==> src/rtl/i2c_slave_regfile.sv <==
// Pointer-then-data register file behind i2c_slave, with a local host read/write port.
// I2C actions land on the edge where ack rises; host_rdata has 1-cycle latency; there is no backpressure.
module i2c_slave_regfile #(
  parameter int          DEPTH    = 16,
  parameter int          ADDR_W   = 4,
  parameter logic [7:0]  RST_VAL0 = 8'h05,
  parameter logic [7:0]  RST_VAL1 = 8'h06
) (
  input  logic              clk,
  input  logic              rst,
  input  logic [7:0]        rxdata,
  input  logic              ack,
  input  logic              w,
  input  logic              r,
  input  logic              stop,
  output logic [7:0]        txdata,
  input  logic [ADDR_W-1:0] host_addr,
  input  logic              host_we,
  input  logic [7:0]        host_wdata,
  output logic [7:0]        host_rdata,
  output logic              wr_strobe,
  output logic [ADDR_W-1:0] wr_addr,
  output logic [7:0]        wr_data,
  output logic [ADDR_W-1:0] ptr
);

  typedef enum logic {S_PTR, S_DATA} state_t;

  state_t              state_q, state_d;
  logic [ADDR_W-1:0]   ptr_q, ptr_d;
  logic                ack_q;
  logic                ack_rise;
  logic                i2c_we;
  logic                host_wr_ok;
  logic [7:0]          regs_q [DEPTH];
  logic [7:0]          host_rdata_q;
  logic                wr_strobe_q;
  logic [ADDR_W-1:0]   wr_addr_q;
  logic [7:0]          wr_data_q;

  assign ack_rise = ack & ~ack_q;

  // stop wins over a coincident ack_rise; r&w together counts as a write.
  always_comb begin
    state_d = state_q;
    ptr_d   = ptr_q;
    i2c_we  = 1'b0;
    if (stop) begin
      state_d = S_PTR;
    end else if (ack_rise && w) begin
      if (state_q == S_PTR) begin
        ptr_d   = rxdata[ADDR_W-1:0];
        state_d = S_DATA;
      end else begin
        i2c_we = 1'b1;
        ptr_d  = ADDR_W'(ptr_q + 1'b1);
      end
    end else if (ack_rise && r) begin
      ptr_d = ADDR_W'(ptr_q + 1'b1);
    end
  end

  assign host_wr_ok = host_we && !(i2c_we && (host_addr == ptr_q));

  always_ff @(posedge clk or posedge rst) begin
    if (rst) begin
      state_q     <= S_PTR;
      ptr_q       <= '0;
      ack_q       <= 1'b0;
      wr_strobe_q <= 1'b0;
      wr_addr_q   <= '0;
      wr_data_q   <= 8'h00;
    end else begin
      state_q     <= state_d;
      ptr_q       <= ptr_d;
      ack_q       <= ack;
      wr_strobe_q <= i2c_we;
      if (i2c_we) begin
        wr_addr_q <= ptr_q;
        wr_data_q <= rxdata;
      end
    end
  end

  always_ff @(posedge clk or posedge rst) begin
    if (rst) begin
      for (int i = 0; i < DEPTH; i++) regs_q[i] <= 8'h00;
      regs_q[0]    <= RST_VAL0;
      regs_q[1]    <= RST_VAL1;
      host_rdata_q <= 8'h00;
    end else begin
      host_rdata_q <= regs_q[host_addr];
      if (host_wr_ok) regs_q[host_addr] <= host_wdata;
      if (i2c_we)     regs_q[ptr_q]     <= rxdata;
    end
  end

  assign txdata     = regs_q[ptr_q];
  assign host_rdata = host_rdata_q;
  assign wr_strobe  = wr_strobe_q;
  assign wr_addr    = wr_addr_q;
  assign wr_data    = wr_data_q;
  assign ptr        = ptr_q;

endmodule

==> config.mk <==
export PLATFORM = sky130hd
export DESIGN_NAME = i2c_slave_regfile
export DESIGN_NICKNAME = d
export VERILOG_FILES = /design/src/rtl/i2c_slave_regfile.sv
export SDC_FILE = /design/constraint.sdc
export NUM_CORES = 1
export LEC_CHECK = 0
export ABC_AREA = 1
export ABC_CLOCK_PERIOD_IN_PS = 4500
export CORE_ASPECT_RATIO = 1.4
export CORE_MARGIN = 4
export CORE_UTILIZATION = 43
export DETAILED_ROUTE_END_ITERATION = 10
export PLACE_DENSITY_LB_ADDON = 0.15
export SYNTH_ARGS = -nofsm -noshare
export SYNTH_HDL_FRONTEND = slang
export SYNTH_SLANG_ARGS = --single-unit
==> constraint.sdc <==
create_clock -name clk -period 4.5 [get_ports clk]
set_input_delay 0.45 -clock clk [delete_from_list [all_inputs] [get_ports clk]]
set_output_delay 0.45 -clock clk [all_outputs]
set_load 0.005 [all_outputs]
# Yosys cells after proc, flatten, opt, wreduce, memory -nomap -nowiden
# Index checks and enable logic that the tools add are counted.
[op_classes]
eq_ne = 1
n_mux = 22
n_bitwise = 5
magnitude_cmp = 4
addsub = 1
reduce_logical = 10
[op_table]
columns = ["cell", "n"]
rows = [
  ["$bwmux W128", 2],
  ["$mux W128", 2],
  ["$bmux W8 S4", 2],
  ["$demux W8 S4", 2],
  ["$mux W8", 6],
  ["$mux W4", 3],
  ["$ge A5 B5 Y1 const B", 2],
  ["$lt A5 B1 Y1 const B", 2],
  ["$not A4 Y5", 2],
  ["$logic_and A1 B1 Y1", 6],
  ["$mux W1", 5],
  ["$add A4 B1 Y4 const B", 1],
  ["$eq A4 B4 Y1", 1],
  ["$reduce_bool A2 Y1", 2],
  ["$not A1 Y1", 2],
  ["$reduce_and A2 Y1", 1],
  ["$and A1 B1 Y1", 1],
  ["$logic_not A1 Y1", 1],
]
[totals]
regBits = 155
out_inout_bits = 33
word_cells = 66
in_bits = 27

# Depth between registers and ports, before layout
# Gate-level depths: netlist (run 1).
[logic_depth]
word_depth = 11
mapped_depth = 13
depth_no_buf = 10

# Worst setup path before layout (run 1)
# No wires, ideal clock.
[synth_timing]
kind = "register -> register"
from = "register ptr_q[0] (netlist: ptr[0])"
to = "register regs_q[62] in the netlist's numbering"
setup_ns = 0.077
required_ns = 4.423
synth_period_minus_slack_ns = 1.976
arrival_time_ns = 1.898
path_slack_ns = 2.524
n_path_buf = 3
path_stages_with_launch = 12
path_cell_list = "dfrtp_1 buf_4 inv_4 clkbuf_1 ha_1 inv_1 nor2_1 nand2_1 buf_4 nand2_1 inv_1 a21oi_1"
[synth_between]
elab_chain_cells = 7
word_cells_on_any_way = 13
cone_classes = "order compare (2); eq/ne (1); mux (5); bitwise (1); reduce/logical (4)"
[synth_rtl]
columns = ["element", "line_no", "rtl"]
rows = [
  ["start: declaration", "30", "logic [ADDR_W-1:0] ptr_q, ptr_d;"],
  ["start signal: assignment", "75", "ptr_q <= ptr_d;"],
  ["$not A4 Y5 (implied by the code) or $eq A4 B4 Y1 (tied branches)", "94, 63", ""],
  ["$ge A5 B5 Y1 (implied by the code) (tied with other cells)", "94", "if (i2c_we) regs_q[ptr_q] <= rxdata;"],
  ["$logic_and A1 B1 Y1 (implied by the code) or $logic_not A1 Y1 (tied branches)", "94, 63", ""],
  ["$mux W8 (implied by the code) or $logic_and A1 B1 Y1 (tied branches)", "94, 63", ""],
  ["$demux W8 S4 or $mux W128 (tied branches)", "94, 93", ""],
  ["$bwmux W128", "94", ""],
  ["$mux W128 (*)", "94", ""],
  ["end signal: indexed assignment", "93", "if (host_wr_ok) regs_q[host_addr] <= host_wdata;"],
  ["end signal: indexed assignment", "94", ""],
  ["end: declaration", "35", "logic [7:0] regs_q [DEPTH];"],
]
# Every way passes the cells marked *; elsewhere a longest branch is shown, timed or not.
# A chain may end at the register's enable or synchronous reset.

# Worst setup path in the final report (run 1)
[layout_timing]
from = "register ptr_q[1] (netlist: ptr[1])"
to = "output txdata[3]"
[layout_between]
elab_chain_cells = 4
[layout_rtl]
columns = ["element", "line_no", "rtl"]
rows = [
  ["$not A4 Y5 (implied by the code)", "98", "assign txdata = regs_q[ptr_q];"],
  ["$bmux W8 S4", "98", ""],
  ["$mux W8 (implied by the code) (2 in series)", "98", ""],
  ["end: declaration", "16", "output logic [7:0] txdata,"],
]
# Every way passes these cells. The select of a mux whose other input is x is not followed.

==> metrics.txt, run 1 <==
Pwr Density=between 400 and 500 nW/um2; hpwl dp=approximately 26000 um; hold_sp=wr_data[1]$_DFFE_PP0N_; number of max-cap violations=0; Rel. slew slack=between 10% and 20%; final setup TNS=0 ps; Worst Setup SP=ptr[1]$_DFFE_PP0P_; CTS HTree Levels=4; Max VDD drop=between 0.0002 and 0.0003 V; first-pass GRT wire length=62600 um; LEAKAGE=between 6 and 7 nW; final hold slack=~480 ps; Buffers on Ports=59; Hold WC Path Type=reg2reg; CP arrival=between 3000 and 4000 ps; vias in the first global route=between 10000 and 15000; vias per inst=approximately 5.7; min cycle time layout=3540 ps; share of cells above drive strength 1=6.02%; CTS tree=built; Post-Syn Instances=roughly 1700; outcome=completed; Mapped Area=10900 um2; clk sinks=approximately 160; Die Y=197 um; total chip power=0.00519 W; maximum clock rate=roughly 0.28 GHz; post-synthesis mux area share=0%; max-slew violation count=0; adder-cell share of the synthesized area=less than 1%; Clock Latency Late Sink=about 450 ps; Slew @ Worst Pin=1270 ps; final net count=about 1700; gr usage total=between 20% and 30%; leading cell type in the layout, fill and taps excluded=nand2_1; register clock-pin slew on the reported worst setup and hold paths=around 60 ps; design area=about 12000 um2; Pre-antenna DRT Iters=6; largest net degree at the start of global routing=between 100 and 150; die area=28100 um2; worst-case clock skew=12.0 ps; CORE AREA=approximately 25000 um2; RSZ-0062 raised after global routing=no; ANT cells=0; CP required=4050 ps; Post-Syn Area per Cell=approximately 6.5 um2; yosys warns=0; DRT antenna net count=0; # hold bufs at CTS=0; flops & latches, synth=approximately 160; crit path launch type=flip-flop; antenna violations before repair=0; largest family of logic cells by synthesized area=simple AND/OR/NAND/NOR gates; post-CTS setup buffer count=0; critical path class=reg2out; Unique masters post-synth=29; RD Place Congestion=~0.94; Final Cycle Share=78.6%; most frequent cells in the layout=nand2_1 (438), nor2_1 (326), dfrtp_1 (150), inv_1 (140); Clock Tree Root=clkbuf_16; worst reg2reg path depth=8; die width=between 100 and 150 um; post-synthesis compound-gate area fraction=15.7%; DRT iter0 DRCs=around 1500; FP Rows=between 60 and 70; worst-path fanout max=22; Starting Density=44.0%; Worst setup EP type=output pin; register area share after synthesis=between 30% and 40%; CTS resizes=0; Placed Area=about 12000 um2; area grow syn2layout=11.3%; DR vias=roughly 12000; Hold Path Stages=2; wire per inst=just over 20 um; Final Hold Viols=0; WL final=approximately 41000 um; simple-gate area share of the yosys netlist=approximately 37%; Mapped Nets=approximately 1700; IO Pins=60; final core area utilization=between 40 and 50%; drc violations=0; reg2reg start=ptr[1]$_DFFE_PP0P_; clock buffer depth=2; total global routing overflow=0; xor/xnor cell area share of the yosys netlist=0%; final setup fails=0; clock buffer count from CTS=17
==> stage by stage <==
step | setup WS [ps] | instances
after floorplan | 2090 | 1689
final | 964 | 2008
after global routing | 918 | 2008
after detailed placement | 1090 | 1976
after CTS | 1060 | 2008
after global placement | 1210 | 1976
==> path summary, 6_finish.rpt <==
kind / slack [ps] / to
worst min-delay path: 480 / wr_data[1]$_DFFE_PP0N_
worst max register to register: 1280 / regs_q[70]$_DFF_PP0_
worst min register to register: 480 / wr_data[1]$_DFFE_PP0N_
min in group asynchronous: 540 / regs_q[73]$_DFF_PP0_
max in group asynchronous: 2980 / regs_q[56]$_DFF_PP0_
worst max-delay path: 960 / txdata[3]
==> cells in the mapped netlist <==
library cell    n  area share (%)
buf_2          31             1.4
buf_6          10             1.0
nand3b_4       17             3.1
nor2_2          4            0.23
a22oi_1        57             3.9
dfstp_2         4            0.96
a21oi_1       133             6.1
o22ai_1        28             1.6
inv_4           1           0.057
nor2_1        326              11
ha_1            4            0.46
o211ai_1        2            0.14
o221ai_1        1           0.080
clkbuf_1       59             2.0
clkinv_1       19            0.65
nand2_2         5            0.29
inv_1         141             4.8
nor2_4          2            0.21
nand3_1       133             6.1
nand3_2         2            0.18
buf_8           1            0.14
nand4_1        16            0.92
o21ai_0        86             3.9
buf_1           9            0.31
buf_12          1            0.18
buf_4           4            0.27
nand2_1       438              15
inv_2           4            0.14
dfrtp_1       151              35
==> kinds of logic after synthesis <==
kind of cell	count (synthesis)
AOI/OAI and AO/OA	307
and+or+nand+nor	943
DFF	155
adders and majority gates	4
buffers and inverters	280
==> cell type report <==
type | count | area (um2)
clock inverters | 12 | 116
inverters | 165 | 626
well taps | 315 | 394
clock buffers | 20 | 467
multi-input cells | 1254 | 5860
repair buffers | 87 | 827
flip-flops and latches | 155 | 3880
fillers | 2567 | 12700
==> power by group <==
part | internal, W | switching [W]
clock | 0.000810 | 0.000650
sequential | 0.00170 | 0.000337
combinational | 0.000670 | 0.00102
total | 0.00318 | 0.00201
==> sequential cells by signal, summed over array words and instances, names as in the netlist <==
| name | flops |
|---|---|
| regs_q | 128 |
| ack_q | 1 |
| wr_data | 8 |
| ptr | 4 |
| wr_addr | 4 |
| wr_strobe | 1 |
| host_rdata | 8 |
| state_q | 1 |
==> per-layer routing <==
metal  vias to the layer above  global-route usage, %  wire (um)
met4                         0                   14.7       2210
met5                         -                      0          0
li1                       5400                      -          -
met1                      5473                   39.1      16800
met3                       122                   4.51       2990
met2                       519                   45.8      19100
==> worst max-delay path: stages (launching register included) <==
cell and delay [ps]:
dfrtp_1 850, buf_4 410, o21ai_0 150, o22ai_1 360
nand2_1 120, nand4_1 180, clkdlybuf4s50_1 540
No activity file was read; power rests on OpenSTA's default activity.
==> run 2: changes to the inputs <==
--- a/config.mk
+++ b/config.mk
@@ -6,7 +6,7 @@
 export NUM_CORES = 1
 export LEC_CHECK = 0
 export ABC_AREA = 1
-export ABC_CLOCK_PERIOD_IN_PS = 4500
+export ABC_CLOCK_PERIOD_IN_PS = 3020
 export CORE_ASPECT_RATIO = 1.4
 export CORE_MARGIN = 4
 export CORE_UTILIZATION = 43
==> constraint.sdc (replaced) <==
create_clock -name clk -period 3.02 [get_ports clk]
set_input_delay 0.302 -clock clk [delete_from_list [all_inputs] [get_ports clk]]
set_output_delay 0.302 -clock clk [all_outputs]
set_load 0.005 [all_outputs]
==> run 2 against run 1 <==
Global-route usage rose by 1.1 points. Die area is the same. Sequential power rose by 49%. Combinational power up 56%. Design area rose by 2.5%. Sequential cell count unchanged.
==> metrics.txt, run 2 (synthesis gave the netlist of run 1 again) <==
RD Place Congestion=0.951 (+0.61%); max reg flops=128 (unchanged); final core area utilization=50.2% (+1.2 points); total global routing overflow=0 (unchanged); Worst Setup EP=txdata[4]; Final Cycle Share=roughly 96%; CTS HTree Levels=4 (unchanged); critical path class=reg2out; CP arrival=2610 ps (-480 ps); critical path depth in cells=7 (+1); max-slew violation count=0 (unchanged); WL final=42300 um (+2.8%); first-pass GRT wire length=65100 um (+4.1%); critical path cell sequence=inv_4 -> buf_12 -> o21ai_0 -> o22ai_1 -> nand2_1 -> nand4_1 -> clkdlybuf4s50_1; ANT cells=0 (unchanged); Crit path buffers/inverters=3 (+1); register clock-pin slew on the reported worst setup and hold paths=70 ps (about the same); Max VDD drop=0.000389 V (+32%); leading cell type in the layout, fill and taps excluded=nand2_1; outcome=completed; reg-to-reg endpoint=regs_q[83]$_DFF_PP0_; Slew @ Worst Pin=991 ps (-278 ps); CORE AREA=24800 um2 (unchanged); setup slack, reg-to-reg=890 ps (-390 ps); clock buffer count from CTS=17 (unchanged); Worst setup EP type=output pin; die area=28100 um2 (unchanged); hpwl dp=27400 um (+5.8%); largest net degree at the start of global routing=84 (-24%); antenna violations before repair=0 (unchanged); min cycle time layout=about 2900 ps; DRT antenna net count=0 (unchanged); final net count=1738 (+1.6%); CTS tree=built; gr usage total=30.3% (+1.1 points); largest delay contributor family on the critical path=buffers and inverters; Hold WC Path Type=in2async; Pwr Density=637 nW/um2 (+50%); FP Rows=68 (unchanged); worst-path fanout max=51 (+130%); Final Hold Viols=0 (unchanged); clk sinks=155 (unchanged); CP max-delay cell=clkdlybuf4s50_1; final setup fails=0 (unchanged); Most flops, register=regs_q; wire per inst=20.8 um (+1.5%); Clock Tree Root=clkbuf_16; clock buffer depth=2 (unchanged); reg2reg start=ptr[0]$_DFFE_PP0P_; number of max-cap violations=0 (unchanged); LEAKAGE=6.25 nW (+2.8%); crit path launch type=flip-flop; biggest cell delay along the critical path=540 ps (-310 ps); worst-case clock skew=13.8 ps (+1.76 ps); Clock Latency Late Sink=450 ps (about the same); worst reg2reg path depth=11 (+3); Pre-antenna DRT Iters=8 (+2); drc violations=0 (unchanged); Buffers on Ports=59 (unchanged); Die Y=197 um (unchanged); area grow syn2layout=14.1%; Starting Density=44.0% (unchanged); IO Pins=60 (unchanged); CTS resizes=0 (unchanged); vias in the first global route=10787 (+4.6%); final setup TNS=0 ps (unchanged); CP required=2720 ps (-1330 ps); # hold bufs at CTS=0 (unchanged); die width=143 um (unchanged); Multi-input gate area=5860 um2 (unchanged); post-CTS setup buffer count=0 (unchanged); RSZ-0062 raised after global routing=no; Worst Setup SP=ptr[0]$_DFFE_PP0P_; Rel. slew slack=33.8% (+19 points); maximum clock rate=0.343 GHz; share of cells above drive strength 1=7.50% (+1.5 points); DR vias=11683 (+1.5%); DRT iter0 DRCs=1355 (-8.4%); total chip power=0.00796 W (+53%); Seq. cell area=3880 um2 (unchanged); Filler cells=2560 (-0.27%); most frequent cells in the layout=nand2_1 (438), nor2_1 (326), dfrtp_1 (150), inv_1 (140); vias per inst=5.74 (+0.12%)
[run 2: cell type report]
class | count | area share, %
clock buffer | 21 | 3.85
clock inverter | 11 | 1.08
inverter | 165 | 5.01
multi-input combinational | 1254 | 46.9
sequential | 155 | 31.1
tap | 315 | 3.16
timing repair buffer | 114 | 8.85
[run 2: layer usage]
metal | up-vias | global-route usage [%] | routed length (um)
met5 | - | 0 | 0
met4 | 0 | 14.1 | 2130
met3 | 128 | 6.53 | 3520
met2 | 576 | 47.1 | 19500
met1 | 5522 | 40.2 | 17100
li1 | 5457 | - | -
[run 2: worst min-delay path: stages]
cell and delay, ps:
clkdlybuf4s50_1 440, clkinvlp_4 120, buf_12 330
[run 2: worst min path at each step]
stage | startpoint | endpoint | slack, ps
final | rst | regs_q[65]$_DFF_PP0_ | 330
after global routing | rst | regs_q[65]$_DFF_PP0_ | 380
after CTS | host_we | regs_q[113]$_DFF_PP1_ | 360
after detailed placement | wr_data[5]$_DFFE_PP0N_ | wr_data[5]$_DFFE_PP0N_ | 460
after global placement | wr_data[5]$_DFFE_PP0N_ | wr_data[5]$_DFFE_PP0N_ | 460
after floorplan | ack | ack_q$_DFF_PP0_ | 330
[run 2: where the power goes]
| part | switching (W) | internal, W |
|---|---|---|
| clock | 0.000975 | 0.00132 |
| sequential | 0.000492 | 0.00253 |
| combinational | 0.00158 | 0.00106 |
[run 2: per-stage QoR]
step	cell area, um2	setup slack, ps	instances	hold WS, ps
global placement	11900	599	2003	456
floorplan	10900	762	1689	333
CTS	12500	158	2035	356
detailed placement	11900	557	2003	462
finish	12500	108	2035	326
global route	12500	69.2	2035	384
